`config.mk`:
```
export PLATFORM = sky130hd
export DESIGN_NAME = sram_march_bist
export DESIGN_NICKNAME = d
export VERILOG_FILES = /design/src/rtl/sram_march_bist_pkg.sv /design/src/rtl/sram_march_bist_addr_gen.sv /design/src/rtl/sram_march_bist.sv
export SDC_FILE = /design/constraint.sdc
export NUM_CORES = 1
export LEC_CHECK = 0
export CORE_UTILIZATION = 51
export DETAILED_ROUTE_END_ITERATION = 8
export GPL_TIMING_DRIVEN = 1
export PLACE_DENSITY = 0.88
export SYNTH_ARGS = -nofsm -noshare
export SYNTH_HDL_FRONTEND = slang
export SYNTH_SLANG_ARGS = --single-unit
```
`constraint.sdc`:
```
create_clock -name clk -period 5.13 [get_ports clk]
set_input_delay 1.026 -clock clk [delete_from_list [all_inputs] [get_ports clk]]
set_output_delay 1.026 -clock clk [all_outputs]
set_load 0.05 [all_outputs]
```
`src/rtl/sram_march_bist_pkg.sv`:
```
// Shared types for the SRAM March C- style BIST: FSM states, march elements, read latency.
// Latency: n/a (types and pure functions only).
// Backpressure: n/a.
package sram_march_bist_pkg;

  typedef enum logic [2:0] {
    IDLE  = 3'd0,
    WR    = 3'd1,
    RD    = 3'd2,
    RW_WR = 3'd3,
    DRAIN = 3'd4,
    DONE  = 3'd5
  } state_e;

  typedef enum logic [2:0] {
    M0 = 3'd0,
    M1 = 3'd1,
    M2 = 3'd2,
    M3 = 3'd3,
    M4 = 3'd4,
    M5 = 3'd5
  } elem_e;

  // Cycles from a read cycle to valid dout.
  localparam int RD_LATENCY = 1;

  // M3 and M4 walk the address space downwards.
  function automatic logic elem_desc(input elem_e e);
    return (e == M3) || (e == M4);
  endfunction

  // Elements whose reads expect all-ones (P1).
  function automatic logic elem_rd_ones(input elem_e e);
    return (e == M2) || (e == M4);
  endfunction

  // Elements whose writes store all-ones (P1).
  function automatic logic elem_wr_ones(input elem_e e);
    return (e == M1) || (e == M3);
  endfunction

endpackage

```
`src/rtl/sram_march_bist_addr_gen.sv`:
```
// Up/down march address counter with end-of-element detect.
// Latency: address advances one clock after step; at_end is combinational.
// Backpressure: none, advances only when step is asserted.
// Ports: init (restart at 0), step, desc (current direction), next_desc (direction
//        of the element that follows a wrap), last (top address), addr, at_end.
module march_addr_gen #(
  parameter int ADDR_W = 11
) (
  input  logic              clk,
  input  logic              resetn,
  input  logic              init,
  input  logic              step,
  input  logic              desc,
  input  logic              next_desc,
  input  logic [ADDR_W-1:0] last,
  output logic [ADDR_W-1:0] addr,
  output logic              at_end
);

  // Ascending elements end on last, descending ones end on 0 (never underflow).
  assign at_end = desc ? (addr == '0) : (addr == last);

  always_ff @(posedge clk or negedge resetn) begin
    if (!resetn) begin
      addr <= '0;
    end else if (init) begin
      addr <= '0;
    end else if (step) begin
      if (at_end) begin
        // Wrap straight to the first address of the next element.
        addr <= next_desc ? last : '0;
      end else if (desc) begin
        addr <= addr - ADDR_W'(1);
      end else begin
        addr <= addr + ADDR_W'(1);
      end
    end
  end

endmodule

```
`src/rtl/sram_march_bist.sv`:
```
// March BIST for one of NUM_SRAMS single-port SRAMs: M0..M5 with P0/P1 patterns.
// Latency: 10N+1 cycles from the cycle after start to DONE; compare 1 cycle after each read.
// Backpressure: none; start is ignored while busy.
// Ports: start/sram_sel/last_addr launch a test; csb/web/wmask/addr/din/dout drive the SRAM;
//        busy/done/fail/err_count/first_fail_addr report status.
module sram_march_bist
  import sram_march_bist_pkg::*;
#(
  parameter int ADDR_W    = 11,
  parameter int DATA_W    = 32,
  parameter int WMASK_W   = 4,
  parameter int NUM_SRAMS = 16
) (
  input  logic                 clk,
  input  logic                 resetn,
  input  logic                 start,
  input  logic [3:0]           sram_sel,
  input  logic [ADDR_W-1:0]    last_addr,
  input  logic [DATA_W-1:0]    dout,
  output logic [NUM_SRAMS-1:0] csb,
  output logic                 web,
  output logic [WMASK_W-1:0]   wmask,
  output logic [ADDR_W-1:0]    addr,
  output logic [DATA_W-1:0]    din,
  output logic                 busy,
  output logic                 done,
  output logic                 fail,
  output logic [15:0]          err_count,
  output logic [ADDR_W-1:0]    first_fail_addr
);

  state_e            state;
  elem_e             elem;
  elem_e             elem_nxt;
  logic [3:0]        sel_q;
  logic [ADDR_W-1:0] last_q;
  logic [ADDR_W-1:0] addr_q;
  logic              at_end;
  logic              start_ok;
  logic              is_wr;
  logic              is_rd;
  logic              active;
  logic              step;
  logic              mismatch;

  // Read pipeline: valid, expected pattern and address travel with each read.
  logic [RD_LATENCY-1:0] rd_vld_p;
  logic [RD_LATENCY-1:0] rd_ones_p;
  logic [ADDR_W-1:0]     rd_addr_p [RD_LATENCY];

  assign start_ok = start && ((state == IDLE) || (state == DONE));
  assign is_wr    = (state == WR) || (state == RW_WR);
  assign is_rd    = (state == RD);
  assign active   = is_wr || is_rd;
  // M5 is read-only, so its RD cycles advance the address themselves.
  assign step     = is_wr || (is_rd && (elem == M5));
  assign elem_nxt = (elem == M5) ? M5 : elem_e'(elem + 3'd1);

  march_addr_gen #(.ADDR_W(ADDR_W)) u_addr_gen (
    .clk       (clk),
    .resetn    (resetn),
    .init      (start_ok),
    .step      (step),
    .desc      (elem_desc(elem)),
    .next_desc (elem_desc(elem_nxt)),
    .last      (last_q),
    .addr      (addr_q),
    .at_end    (at_end)
  );

  always_ff @(posedge clk or negedge resetn) begin
    if (!resetn) begin
      state  <= IDLE;
      elem   <= M0;
      sel_q  <= '0;
      last_q <= '0;
    end else begin
      case (state)
        IDLE, DONE: begin
          if (start) begin
            state  <= WR;
            elem   <= M0;
            sel_q  <= sram_sel;
            last_q <= last_addr;
          end
        end
        WR: begin
          if (at_end) begin
            state <= RD;
            elem  <= M1;
          end
        end
        RD: begin
          if (elem == M5) begin
            if (at_end) state <= DRAIN;
          end else begin
            state <= RW_WR;
          end
        end
        RW_WR: begin
          state <= RD;
          if (at_end) elem <= elem_nxt;
        end
        DRAIN:   state <= DONE;
        default: state <= IDLE;
      endcase
    end
  end

  assign mismatch = rd_vld_p[RD_LATENCY-1] &&
                    (dout != (rd_ones_p[RD_LATENCY-1] ? {DATA_W{1'b1}} : {DATA_W{1'b0}}));

  always_ff @(posedge clk or negedge resetn) begin
    if (!resetn) begin
      rd_vld_p        <= '0;
      rd_ones_p       <= '0;
      for (int i = 0; i < RD_LATENCY; i++) rd_addr_p[i] <= '0;
      fail            <= 1'b0;
      err_count       <= '0;
      first_fail_addr <= '0;
    end else begin
      rd_vld_p[0]  <= is_rd;
      rd_ones_p[0] <= elem_rd_ones(elem);
      rd_addr_p[0] <= addr_q;
      for (int i = 1; i < RD_LATENCY; i++) begin
        rd_vld_p[i]  <= rd_vld_p[i-1];
        rd_ones_p[i] <= rd_ones_p[i-1];
        rd_addr_p[i] <= rd_addr_p[i-1];
      end
      if (start_ok) begin
        fail            <= 1'b0;
        err_count       <= '0;
        first_fail_addr <= '0;
      end else if (mismatch) begin
        fail <= 1'b1;
        if (err_count != 16'hFFFF) err_count <= err_count + 16'd1;
        if (!fail) first_fail_addr <= rd_addr_p[RD_LATENCY-1];
      end
    end
  end

  // SRAM pins are decoded from registered state; an out-of-range select matches no bit.
  always_comb begin
    csb = '1;
    for (int i = 0; i < NUM_SRAMS; i++) begin
      if (active && ({28'd0, sel_q} == 32'(i))) csb[i] = 1'b0;
    end
    web   = !is_wr;
    wmask = is_wr ? {WMASK_W{1'b1}} : {WMASK_W{1'b0}};
    din   = (is_wr && elem_wr_ones(elem)) ? {DATA_W{1'b1}} : {DATA_W{1'b0}};
    addr  = addr_q;
    busy  = active || (state == DRAIN);
    done  = (state == DONE);
  end

endmodule
```
# Word level (Yosys, flattened, before mapping)
# Index checks and enable logic that the tools add are counted.
[totals]
register_bits = 73
inputBits = 50
out_inout_bits = 94
word_cells = 136
[op_classes]
addsub = 4
n_eq_ne = 35
muxes = 43
reduce_logical = 43
[ops]
columns = ["op", "count"]
rows = [
  ["$mux W11", 8],
  ["$mux W32", 2],
  ["$mux W16", 3],
  ["$eq A4 B4 Y1 const B", 8],
  ["$ne A32 B32 Y1", 1],
  ["$mux W3", 8],
  ["$logic_and A1 B1 Y1", 20],
  ["$mux W1", 19],
  ["$add A16 B1 Y16 const B", 1],
  ["$eq A4 B3 Y1 const B", 4],
  ["$ne A16 B16 Y1 const B", 1],
  ["$eq A3 B2 Y1 const B", 5],
  ["$eq A3 B3 Y1 const B", 5],
  ["$pmux W3 S5", 1],
  ["$add A11 B1 Y11 const B", 1],
  ["$eq A11 B11 Y1", 1],
  ["$logic_not A11 Y1", 1],
  ["$sub A11 B1 Y11 const B", 1],
  ["$logic_or A1 B1 Y1", 9],
  ["$pmux W3 S3", 1],
  ["$eq A4 B2 Y1 const B", 2],
  ["$eq A3 B1 Y1 const B", 2],
  ["$ne A2 B2 Y1 const B", 3],
  ["$reduce_and A2 Y1", 3],
  ["other kinds (13)", 15],
]

# Depth between registers and ports, before layout
# Gate-level depths: netlist (run 1).
[logic_depth]
word_depth = 8
mapped_depth = 10
depth_no_buf = 10

# Cells and area by module
# A second synthesis (run 1) with hierarchy kept.
[hier_totals]
hier_cells = 451
area_unflattened_um2 = 4320.4
[modules_own_cells]
columns = ["module", "instances", "cells_per_inst", "area_each_um2", "seq_area_each_um2"]
rows = [
  ["sram_march_bist", 1, 319, 3166.8, 1551.5],
  ["march_addr_gen", 1, 132, 1153.6, 275.3],
]

# Least setup slack after synthesis (run 1)
# No wires, ideal clock.
[synth_path]
path_kind = "register to output"
startpoint = "reg state[2]"
endpoint = "out din[10]"
arrival_ps = 3155
t_required_ps = 4104
path_slack_ps = 949
stages_incl_launch_ff = 5
path_buffers = 1
path_cell_list = "dfrtp_1 -> nor2b_1 -> inv_1 -> nor2_1 -> buf_4"
[synth_via]
elab_chain_cells = 4
word_cells_on_any_way = 5
cone_classes = "eq/ne (2); mux (1); reduce/logical (2)"
[synth_rtl]
columns = ["element", "line", "text"]
rows = [
  ["from (decl)", "sram_march_bist.sv:32", "state_e state;"],
  ["from (signal assigned)", "sram_march_bist.sv:73", "state <= IDLE;"],
  ["from (signal assigned)", "sram_march_bist.sv:81", "state <= WR;"],
  ["from (signal assigned)", "sram_march_bist.sv:89", "state <= RD;"],
  ["$eq A3 B1 Y1 or $eq A3 B2 Y1 (tied branches)", "sram_march_bist.sv:52", "assign is_wr = (state == WR) || (state == RW_WR);"],
  ["$logic_or A1 B1 Y1 (*)", "sram_march_bist.sv:52", ""],
  ["net is_wr", "sram_march_bist.sv:40", "logic is_wr;"],
  ["$logic_and A1 B1 Y1 (*)", "sram_march_bist.sv:150", "din = (is_wr && elem_wr_ones(elem)) ? {DATA_W{1'b1}} : {DATA_W{1'b0}};"],
  ["$mux W32 (*)", "sram_march_bist.sv:150", ""],
  ["to (decl)", "sram_march_bist.sv:24", "output logic [DATA_W-1:0] din,"],
]
# Mark *: on every way through the listed nets, which the timed path passes. The rest lies on a longest branch.

# Worst setup path in the final report (run 1)
[layout_path]
startpoint = "reg state[0]"
endpoint = "out din[6]"
[layout_via]
elab_chain_cells = 4
word_cells_on_any_way = 5
cone_classes = "eq/ne (2); mux (1); reduce/logical (2)"
[layout_rtl]
columns = ["element", "line"]
rows = [
  ["$eq A3 B1 Y1 or $eq A3 B2 Y1 (tied branches)", "sram_march_bist.sv:52"],
  ["$logic_or A1 B1 Y1 (*)", "sram_march_bist.sv:52"],
  ["$logic_and A1 B1 Y1 (*)", "sram_march_bist.sv:150"],
  ["$mux W32 (*)", "sram_march_bist.sv:150"],
]
# Mark *: on every way between the ends. The rest lies on a longest branch, timed or not.

==> flow_metrics.py, run 1 <==
metrics = {
    "status": {
        "outcome": "finished clean",
    },
    "clock_tree": {
        "clk_latency_ns": 0.35,
        "cts_buffers": 9,
        "clk_pin_slew_worst_paths_ns": 0.08,
        "ctsResizeCount": 0,
        "cts_setup_buffers": 0,
        "cts-htree-levels": 3,
        "postCtsHoldBufs": 0,
        "root_buffer": "clkbuf_8",
        "cts_sinks": 73,
        "cts_tree": "done",
        "cts_buffer_depth": 2,
    },
    "synthesis": {
        "ys_seq_area_frac": 0.400,
        "synth-simple-area-share": 0.263,
        "synth_compound_area_frac": 0.161,
        "synthCells": 494,
        "ys.flop_type": "dfrtp_1",
        "synth_top_family_by_area": "simple AND/OR/NAND/NOR gates",
        "syn_area_per_cell_um2": 9.25,
        "synth_xor_area_frac": 0.0479,
        "synth_top_area_cell": "dfrtp_1",
        "yosys_warnings": 0,
        "yosysTopAreaCellShare": 0.400,
        "async_reset_ff_frac": 1.00,
        "synth_area_leaders": "dfrtp_1, nand2_1, buf_4",
        "synth_fa_ha_area_frac": 0.0372,
        "syn_area_mm2": 0.00457,
        "synth_edf_count": 0,
        "synth.distinct_cells": 55,
        "ys_ff_latch": 73,
        "syn-num-nets": 557,
        "synthMuxAreaShare": 0.00465,
    },
    "drt": {
        "wl_per_cell_um": 16.0,
        "detail-route-antenna-nets": 0,
        "avgViaCountPerCell": 5.80,
        "via_count": 4112,
        "wl_mm": 11.4,
        "firstDrtPassIters": 7,
        "drc_errors": 0,
        "drtIter0Drc": 243,
    },
    "cells_and_area": {
        "layout-drive-gt1-share": 0.103,
        "syn2layout_area_growth_pct": 31.6,
        "diodes": 0,
        "layout.cells.non_filler": 709,
        "layout.nets": 659,
    },
    "die": {
        "coreArea_mm2": 0.00872,
        "dieArea_mm2": 0.00935,
        "ios": 144,
        "core.rowCount": 34,
        "die_w_um": 96.7,
        "die_y_um": 96.7,
        "floorplan.initialDensity": 0.524,
    },
    "setup_path": {
        "startpoint": "state[0]$_DFFE_PN0P_",
        "cp.buffers_inverters": 3,
        "worstPathMaxFanout": 32,
        "slowest_stage": "clkdlybuf4s50_1",
        "r2r-start": "elem[1]$_DFFE_PN0P_",
        "timing.rr.end": "u_addr_gen.addr[10]$_DFFE_PN0P_",
        "worstPathRequired_ns": 4.10,
        "crit_chain": "nor2b_1 -> inv_1 -> nor2_1 -> buf_4 -> clkdlybuf4s50_1",
        "crit_path_start_kind": "flip-flop",
        "crit_arrival_ns": 2.89,
        "critical_path_class": "reg2out",
        "critPathTopFamily": "buffers and inverters",
        "end_kind": "output pin",
        "r2r_cells": 10,
        "rrSetupSlack_ns": 2.10,
        "cpPeakStageDelay_ns": 0.86,
    },
    "timing": {
        "clock_skew_ns": 0.0126,
        "hold_viol_final": 0,
        "period_share": 0.764,
        "tightest_slew_ns": 1.04,
        "drv_slew": 0,
        "fin_setup_tns_ns": 0,
        "finalSetupViolations": 0,
        "max_freq_ghz": 0.255,
        "holdWs_ns": 0.499,
        "relSlewSlack": 0.303,
        "min_period_ns": 3.92,
        "rsz0062_at_grt": "no",
    },
    "flow_run": {
        "cap_violations": 0,
    },
    "global_routing": {
        "globalRouteMet2Util": 0.424,
        "grt_use_met3": 0.0462,
        "grt_usage": 0.245,
        "grt_pass1_wl_mm": 18.8,
        "grt_pass1_vias": 4030,
        "grt-busiest-layer": "met2",
        "groute.layer.met1.usage": 0.306,
        "antenna_found_initial": 0,
        "grt_max_degree": 47,
        "overflow": 0,
    },
    "placement": {
        "port_buffers": 143,
        "placed_cells": 693,
        "dp_hpwl_mm": 8.16,
        "gp_congestion": 0.941,
    },
    "power_and_ir_drop": {
        "leakage_uw": 0.00241,
        "irDropWorstVdd_mv": 0.404,
        "power_per_cell_area_mw_per_mm2": 563,
    },
    "min_path": {
        "hold_class": "reg2reg",
        "hold_path_depth": 2,
        "hold_start": "rd_addr_p[10]$_DFF_PN0_",
        "hold_end": "first_fail_addr[10]$_DFFE_PN0P_",
    },
}
-- Yosys cell counts, types with 12 or more instances --
| master | count |
|---|---|
| nand4_1 | 12 |
| dfrtp_1 | 73 |
| ha_1 | 12 |
| nand2_1 | 93 |
| nor2_1 | 18 |
| or3_1 | 12 |
| clkbuf_1 | 14 |
| a21oi_1 | 24 |
| nand3_1 | 23 |
| xor2_1 | 12 |
| xnor2_1 | 13 |
| buf_4 | 35 |
-- power breakdown --
part | internal [uW] | leakage [uW] | switching, uW
combinational | 652 | 0.00136 | 1160
sequential | 790 | 0.000943 | 273
clock | 279 | 0.000110 | 234
total | 1720 | 0.00241 | 1670
-- final cells by class --
class | count | area (um2)
fill | 617 | 2710
multi-input combinational | 360 | 2350
sequential | 73 | 1830
timing repair buffer | 147 | 1460
tap | 108 | 135
clock buffer | 9 | 124
clock inverter | 7 | 103
inverter | 5 | 18.8
-- tightest hold or removal path: cells and delay by family (launching register included) --
family,cells,cell delay [ns]
AOI/OAI and AO/OA,1,0.05
and+or+nand+nor,1,0.07
DFF,1,0.36
-- flip-flops by register name (all words and copies together), names as in the netlist --
signal	count
rd_ones_p	1
rd_addr_p	11
first_fail_addr	11
rd_vld_p	1
sel_q	4
state	3
err_count	16
fail	1
last_q	11
elem	3
u_addr_gen.addr	11
-- logic make-up (layout without fill, tap and decap cells) --
kind of cell             Yosys count  in the layout
multiplexers                       2              2
AO/OA/AOI/OAI                    100            100
AND/OR/NAND/NOR                  220            220
buffers and inverters             61            168
flip-flops                        73             73
XOR/XNOR                          25             25
adder cells (fa/ha/maj)           13             13
-- worst max path at each step --
| stage | endpoint | slack [ns] | cells after the start |
|---|---|---|---|
| finish | din[6] | 1.21 | 5 |
| global placement | din[11] | 1.70 | 5 |
| floorplan | din[10] | 0.95 | 4 |
| detailed placement | din[24] | 1.61 | 5 |
| global route | din[0] | 1.04 | 5 |
| CTS | din[24] | 1.21 | 5 |
-- per-layer routing --
metal / up-vias / routed length, um
li1: 1945 / -
met3: 25 / 683
met2: 159 / 5790
met5: - / 0
met1: 1983 / 4690
met4: 0 / 198
-- metrics by stage --
step	instance area [um2]	total power, uW	setup slack (ns)	util
2_1_floorplan	4570	2320	0.949	-
3_3_place_gp	5790	2800	1.70	0.664
3_5_place_dp	5790	2860	1.61	0.664
4_1_cts	6010	3380	1.21	0.690
5_1_grt	6010	3560	1.04	0.690
6_report	6010	3390	1.21	0.690
-- cell usage in the layout (no fill, tap or decap), types with 12 or more instances in the layout --
| cell | instances |
|---|---|
| nand3_1 | 23 |
| or3_1 | 12 |
| clkdlybuf4s50_1 | 142 |
| nand4_1 | 12 |
| nor2_1 | 18 |
| dfrtp_1 | 73 |
| nand2_1 | 93 |
| xnor2_1 | 13 |
| a21oi_1 | 24 |
| ha_1 | 12 |
| xor2_1 | 12 |
Note: power is estimated with default switching activity, not from simulation.
==> run 2: changes to the inputs <==
CORE_UTILIZATION = 43   (was 51)
PLACE_DENSITY = 0.79   (was 0.88)
clock period = 3.4 ns   (was 5.13 ns; I/O delays follow)
==> run 2 against run 1 <==
Sequential share of layout area shrank 1.9 points. Via count decreased by 0.66%. Clock power rose by 51%. Clock skew down 0.0020 ns. Die area grew 18%.
==> flow_metrics.py, run 2 (same netlist as run 1, synthesis figures left out) <==
metrics = {
    "die": {
        "die_y_um": 105,
        "floorplan.initialDensity": 0.443,
        "die_w_um": 105,
        "ios": 144,
        "core.rowCount": 37,
        "coreArea_mm2": 0.0103,
        "dieArea_mm2": 0.0110,
    },
    "setup_path": {
        "cpPeakStageDelay_ns": 0.74,
        "critical_path_class": "reg2out",
        "crit_arrival_ns": 2.49,
        "r2r_cells": 10,
        "slowest_stage": "clkdlybuf4s50_1",
        "crit_path_start_kind": "flip-flop",
        "cp.buffers_inverters": 1,
        "r2r-start": "elem[1]$_DFFE_PN0P_",
        "crit_chain": "nor4b_1 -> nand3_1 -> clkdlybuf4s50_1",
        "critPathTopFamily": "simple AND/OR/NAND/NOR gates",
        "rrSetupSlack_ns": 0.48,
        "timing.rr.end": "u_addr_gen.addr[9]$_DFFE_PN0P_",
        "end_kind": "output pin",
        "worstPathRequired_ns": 2.72,
        "worstPathMaxFanout": 13,
    },
    "global_routing": {
        "grt_usage": 0.219,
        "grt_max_degree": 40,
        "antenna_found_initial": 0,
        "grt_pass1_wl_mm": 19.1,
        "grt_pass1_vias": 3914,
        "overflow": 0,
    },
    "clock_tree": {
        "cts-htree-levels": 3,
        "cts_setup_buffers": 0,
        "cts_tree": "done",
        "clk_latency_ns": 0.36,
        "clk_pin_slew_worst_paths_ns": 0.09,
        "root_buffer": "clkbuf_8",
        "ctsResizeCount": 0,
        "cts_sinks": 73,
        "cts_buffer_depth": 2,
        "postCtsHoldBufs": 0,
        "cts_buffers": 9,
    },
    "flow_run": {
        "cap_violations": 0,
    },
    "cells_and_area": {
        "layout-drive-gt1-share": 0.165,
        "layout.nets": 664,
        "finalInstanceArea_mm2": 0.00642,
        "layout.cells.non_filler": 742,
        "layout_commonest_cell": "clkdlybuf4s50_1",
        "syn2layout_area_growth_pct": 40.5,
        "mostFrequentLayoutCells": "clkdlybuf4s50_1, nand2_1, dfrtp_1",
        "regMostFlops": "err_count",
        "diodes": 0,
        "largest_reg_flops": 16,
    },
    "placement": {
        "placed_cell_area_mm2": 0.00620,
        "dp_hpwl_mm": 8.99,
        "placed_cells": 726,
        "port_buffers": 143,
        "gp_congestion": 0.900,
    },
    "drt": {
        "detail-route-antenna-nets": 0,
        "drtIter0Drc": 196,
        "via_count": 4085,
        "wl_per_cell_um": 16.3,
        "firstDrtPassIters": 4,
        "wl_mm": 12.1,
        "drc_errors": 0,
        "avgViaCountPerCell": 5.51,
    },
    "timing": {
        "rsz0062_at_grt": "no",
        "max_freq_ghz": 0.315,
        "holdWs_ns": 0.324,
        "finalSetupViolations": 0,
        "fin_setup_tns_ns": 0,
        "hold_viol_final": 0,
        "period_share": 0.934,
        "min_period_ns": 3.17,
        "clock_skew_ns": 0.0106,
        "relSlewSlack": 0.485,
        "drv_slew": 0,
        "tightest_slew_ns": 0.769,
    },
    "power_and_ir_drop": {
        "netSwitchingFraction": 0.486,
        "seq_power_share": 0.305,
        "power_frac_clock": 0.146,
        "internal_power_uw": 2720,
        "leakage_uw": 0.00260,
        "power_per_cell_area_mw_per_mm2": 822,
        "switchingPower_uw": 2560,
        "irDropWorstVdd_mv": 0.668,
        "p_total_uw": 5280,
        "power_frac_comb": 0.548,
    },
    "status": {
        "outcome": "finished clean",
    },
    "min_path": {
        "hold_class": "in2async",
    },
}
[run 2: power by group through the flow]
stage / registers (uW) / clock network, uW / logic (uW)
2_1_floorplan: 2000 / 0 / 1500
3_3_place_gp: 1590 / 0 / 2830
3_5_place_dp: 1610 / 0 / 2890
4_1_cts: 1600 / 785 / 2910
5_1_grt: 1650 / 819 / 3070
6_report: 1610 / 772 / 2890
[run 2: per-layer routing]
metal | GRT usage | vias up | part of all wire
met5 | 0 | - | 0
met4 | 0.0744 | 0 | 0.026
met3 | 0.0493 | 31 | 0.061
met2 | 0.387 | 160 | 0.51
met1 | 0.261 | 1941 | 0.40
li1 | - | 1953 | -
[run 2: cell type report]
type | count | area, um2
fill | 828 | 3900
multi-input combinational | 360 | 2350
sequential | 73 | 1830
timing repair buffer | 152 | 1830
tap | 136 | 170
clock buffer | 9 | 124
clock inverter | 7 | 103
inverter | 5 | 18.8
[run 2: worst register-to-register path, cell delays in order (launching register included)]
cell	delay, ns
dfrtp_1	0.44
nand2b_1	0.21
mux2_2	0.34
inv_1	0.33
ha_1	0.33
a211oi_1	0.28
o211ai_1	0.18
a31o_2	0.27
a21oi_1	0.16
xor2_1	0.15
o21ai_0	0.11
[run 2: how the worst max path moves through the flow]
stage | from | endpoint | slack [ns] | depth (start not counted)
floorplan | state[2]$_DFFE_PN0P_ | din[10] | 0.21 | 4
global placement | dout[10] | first_fail_addr[1]$_DFFE_PN0P_ | 0.55 | 8
detailed placement | dout[10] | first_fail_addr[1]$_DFFE_PN0P_ | 0.53 | 8
CTS | state[2]$_DFFE_PN0P_ | csb[13] | 0.20 | 3
global route | state[2]$_DFFE_PN0P_ | csb[13] | 0.05 | 3
finish | state[2]$_DFFE_PN0P_ | csb[13] | 0.23 | 3
[run 2: per-stage QoR]
step / setup slack (ns) / util
after global routing: 0.0506 / 0.622
after floorplan: 0.215 / -
after CTS: 0.202 / 0.622
after global placement: 0.548 / 0.600
after detailed placement: 0.525 / 0.600
final: 0.226 / 0.622
